**config.mk**
```make
export PLATFORM = sky130hd
export DESIGN_NAME = vram_arbiter
export DESIGN_NICKNAME = d
export VERILOG_FILES = /design/src/rtl/vram_arb_pkg.sv /design/src/rtl/vram_arb_pick.sv /design/src/rtl/vram_arbiter.sv
export SDC_FILE = /design/constraint.sdc
export NUM_CORES = 1
export LEC_CHECK = 0
export CAP_MARGIN = 20
export CORE_ASPECT_RATIO = 0.7
export CORE_MARGIN = 1.5
export CORE_UTILIZATION = 39
export CTS_CLUSTER_SIZE = 8
export DETAILED_ROUTE_END_ITERATION = 8
export MAX_ROUTING_LAYER = met4
export PLACE_DENSITY = 0.86
export SYNTH_ARGS = -nofsm -noshare
export SYNTH_HDL_FRONTEND = slang
export SYNTH_SLANG_ARGS = --single-unit
export TNS_END_PERCENT = 100
```
**constraint.sdc**
```tcl
create_clock -name clk -period 1.5 [get_ports clk]
set_clock_uncertainty 0.15 [all_clocks]
set_input_delay 0.3 -clock clk [delete_from_list [all_inputs] [get_ports clk]]
set_output_delay 0.3 -clock clk [all_outputs]
set_load 0.05 [all_outputs]
```
**src/rtl/vram_arb_pkg.sv**
```systemverilog
// Shared definitions for the VRAM CPU-port arbiter: FSM state encoding and
// the default address/data widths.
package vram_arb_pkg;

  localparam int DEF_ADDR_W = 14;
  localparam int DEF_DATA_W = 32;

  typedef enum logic [1:0] {
    IDLE    = 2'd0,
    ISSUE   = 2'd1,
    CAPTURE = 2'd2
  } state_t;

endpackage

```
**src/rtl/vram_arb_pick.sv**
```systemverilog
// Combinational winner selection between two requesters; on a tie the side
// named by pointer wins.
module vram_arb_pick (
  input  logic req0,
  input  logic req1,
  input  logic pointer,
  output logic winner
);

  assign winner = req1 & (~req0 | pointer);

endmodule

```
**src/rtl/vram_arbiter.sv**
```systemverilog
// Two-requester VRAM CPU-port arbiter: IDLE -> ISSUE -> CAPTURE, ack three
// cycles after the request is sampled. Define VRAM_ARB_ROUNDROBIN_EN for
// round-robin arbitration; otherwise requester 0 has fixed priority.
module vram_arbiter
  import vram_arb_pkg::*;
#(
  parameter int ADDR_W = DEF_ADDR_W,
  parameter int DATA_W = DEF_DATA_W
) (
  input  logic              clk,
  input  logic              reset,
  input  logic              req0,
  input  logic              req1,
  input  logic              we0,
  input  logic              we1,
  input  logic [ADDR_W-1:0] addr0,
  input  logic [ADDR_W-1:0] addr1,
  input  logic [DATA_W-1:0] d0,
  input  logic [DATA_W-1:0] d1,
  output logic              ack0,
  output logic              ack1,
  output logic [DATA_W-1:0] q,
  output logic [ADDR_W-1:0] vram_addr,
  output logic [DATA_W-1:0] vram_d,
  output logic              vram_we,
  input  logic [DATA_W-1:0] vram_q
);

  state_t state;
  logic   grant;
  logic   winner;
  logic   pick_ptr;
  logic   any_req;

  assign any_req = req0 | req1;

  vram_arb_pick u_pick (
    .req0    (req0),
    .req1    (req1),
    .pointer (pick_ptr),
    .winner  (winner)
  );

`ifdef VRAM_ARB_ROUNDROBIN_EN
  logic pointer;

  // Pointer flips to the loser's side on every grant.
  always_ff @(posedge clk) begin
    if (reset) begin
      pointer <= 1'b0;
    end else if (state == IDLE && any_req) begin
      pointer <= ~winner;
    end
  end

  assign pick_ptr = pointer;
`else
  assign pick_ptr = 1'b0;
`endif

  // The VRAM drive registers double as the transaction latch: they are loaded
  // when the request is accepted so the port sees them for the whole ISSUE cycle.
  always_ff @(posedge clk) begin
    if (reset) begin
      state     <= IDLE;
      grant     <= 1'b0;
      ack0      <= 1'b0;
      ack1      <= 1'b0;
      vram_we   <= 1'b0;
      vram_addr <= '0;
      vram_d    <= '0;
      q         <= '0;
    end else begin
      ack0    <= 1'b0;
      ack1    <= 1'b0;
      vram_we <= 1'b0;
      case (state)
        IDLE: begin
          if (any_req) begin
            grant     <= winner;
            vram_addr <= winner ? addr1 : addr0;
            vram_d    <= winner ? d1 : d0;
            vram_we   <= winner ? we1 : we0;
            state     <= ISSUE;
          end
        end
        ISSUE: begin
          state <= CAPTURE;
        end
        CAPTURE: begin
          q     <= vram_q;
          ack0  <= ~grant;
          ack1  <= grant;
          state <= IDLE;
        end
        default: begin
          state <= IDLE;
        end
      endcase
    end
  end

endmodule

```
==> run_results.csv <==
group,metric,value,unit
floorplan,die_w,123,um
min_path,hold_class,"input port to flop",
detailed_routing,wl_met2,6.29,mm
floorplan,core,0.00972,mm^2
detailed_routing,drt-pass1-iter-count,4,
sta,period_minus_slack,1.37,ns
yosys,synth_most_common_cell,"dfxtp_1",
sta,hold_violations,0,
yosys,synth_nets,545,
sta,fin_tns_setup,0,ns
place,port_buffers,210,
detailed_routing,drt-met1-wl,4.73,mm
detailed_routing,drcViolationCount,0,
setup_path,critPathLaunchType,"flop",
setup_path,critical_path_required,1.61,ns
status,outcome,"finished, final reports clean",
yosys,synthTopCellsByCount,"84 x dfxtp_1, 65 x nand2_1, 47 x nand2b_1",
sta,slew_headroom,79.3,%
sta,period_share,91.2,%
yosys,synth_warnings,0,
floorplan,start_util,40.3,%
setup_path,cp.arrival,1.47,ns
sta,setup_ws,0.133,ns
cts,cts.path.max_buffers,2,
sta,timing.fmax,731,MHz
global_routing,grt_pass1_vias,3825,
setup_path,crit_path_end_kind,"flop",
yosys,yosys_register_bits,84,
power,p_total,0.00757,W
sta,rsz0062_at_grt,"false",
yosys,netlist_area,0.00392,mm^2
cells_and_area,fillers,617,
yosys,synth.area.top_cells,"dfxtp_1 43%, a221oi_2 13%, mux2i_1 12%, nand2b_1 7.5%, nand2_1 6.2%",
place,gp_congestion,0.773,
detailed_routing,vias_per_cell,4.89,
cells_and_area,fin_nets,746,
yosys,synth_top_area_cell,"dfxtp_1",
flow_run,drv_cap,0,
cts,holdBufCountCts,0,
sta,setup_viol,0,
yosys,synth_edf_count,0,
cells_and_area,stdcell_count,750,
power,leakagePower,2.92,nW
global_routing,grt_max_degree,45,
cts,clock_latency,0.33,ns
yosys,synthArstFlopShare,0,%
floorplan,die_height,86.8,um
cts,cts_tree,"built",
global_routing,gr-total-overflow,0,
floorplan,fp.dieArea,0.0107,mm^2
place,dp_hpwl,9.21,mm
cts,clkTransAtPathRegs,0.06,ns
power,peakVddDrop,0.000716,V
yosys,avgSynthCellArea,9.43,um^2
cells_and_area,drive_above_1_share,24.8,%
yosys,netlist.area_leader.share,43.0,%
detailed_routing,met3WireLength,722,um
global_routing,grtUsageTotal,23.4,%
setup_path,critPathKind,"flop to flop",
floorplan,core.rowCount,30,
power,power.density,1020,mW/mm^2
cts,root_buffer,"clkbuf_16",
place,post-place-ws,0.00135,ns
global_routing,grt_pass1_wl,18.6,mm
detailed_routing,vias,3671,
yosys,syn_inst,415,
detailed_routing,wl_per_cell,16.0,um
detailed_routing,antenna_left,0,
yosys,yosysUniqueCellTypes,22,
detailed_routing,highest-signal-layer,"met4",
setup_path,crit_path_max_fanout,32,
cts,numCtsBuffers,9,
place,placed_cells,732,
floorplan,pin_count,211,
cells_and_area,area_growth,88.6,%
sta,tightest_slew,0.311,ns
detailed_routing,wl,12.0,mm
sta,slew_violations,0,
global_routing,antenna_found_initial,1,
yosys,synth_flop_cell,"dfxtp_1",
detailed_routing,drt-initial-drc-count,143,
cts,htreeDepth,3,
cts,clock_sinks,84,
yosys,yosysSeqAreaShare,43.0,%
metal layers:
metal  vias up  track usage, %
met2       135            41.8
met3        23            6.32
met1      1704            25.0
met5         -               -
met4         0            8.46
li1       1809               -
power by group:
part / internal [W] / switching (W) / leakage (nW)
logic: 0.00127 / 0.00120 / 2.06
registers: 0.00241 / 0.000194 / 0.691
clock network: 0.00163 / 0.000858 / 0.167
stage by stage:
stage | area, um^2 | utilization [%] | hold WS, ns
6_report | 7380 | 75.9 | 0.198
2_1_floorplan | 3920 | - | 0.267
3_5_place_dp | 7030 | 72.3 | 0.334
5_1_grt | 7380 | 75.9 | 0.208
3_3_place_gp | 7030 | 72.3 | 0.327
4_1_cts | 7370 | 75.8 | 0.186
sequential cells by signal (all words and copies together) (netlist names):
register	cells
vram_we	1
vram_addr	14
q	32
ack0	1
ack1	1
grant	1
vram_d	32
state	2
worst max-delay path, stage by stage, from the launching register on:
cell and delay [ns]:
dfxtp_1 0.37, buf_4 0.15, nor2b_2 0.18, buf_12 0.20
nand2_1 0.09, a21oi_1 0.14
layout by cell type (no fill, tap or decap), drive strengths merged:
cell           instances
a2111oi                1
a211oi                 1
a21oi                 33
a221oi                46
buf                  102
bufinv                 3
clkbuf                10
clkdlybuf4s50        126
clkinv                 3
dfxtp                 84
diode                  1
inv                   46
mux2i                 46
nand2                 65
nand2b                47
nand3b                 1
nor2                   2
nor2b                  1
nor3                   1
nor3b                  2
o21ai                  1
kinds of logic after synthesis:
family	synth area share, %
flip-flops	43.0
AO/OA/AOI/OAI	20.4
buffers and inverters	10.1
AND/OR/NAND/NOR	14.9
multiplexers	11.8
timing repair:
action / in CTS / in global routing
setup endpoints to repair: 0 / 4
buffers inserted: 0 / 1
resized for setup: 0 / 1
final timing paths:
check	start	to	slack, ns	depth (start not counted)
setup / recovery	state[1]$_SDFFE_PP0P_	q[17]$_SDFFE_PP0N_	0.13	5
hold / removal	req1	vram_we$_SDFF_PP0_	0.20	3
setup reg to reg	state[1]$_SDFFE_PP0P_	q[17]$_SDFFE_PP0N_	0.13	5
hold reg to reg	q[15]$_SDFFE_PP0N_	q[15]$_SDFFE_PP0N_	0.34	2
cell type report:
type	instances	area, um^2	share of cell area, %
Timing Repair Buffer	228	3160	42.8
Multi-Input combinational cell	247	1860	25.2
Sequential cell	84	1680	22.8
Clock buffer	10	229	3.10
Inverter	46	173	2.34
Tap cell	128	160	2.17
Clock inverter	6	113	1.53
Antenna cell	1	2.50	0.0339
No activity file was read; power rests on OpenSTA's default activity.
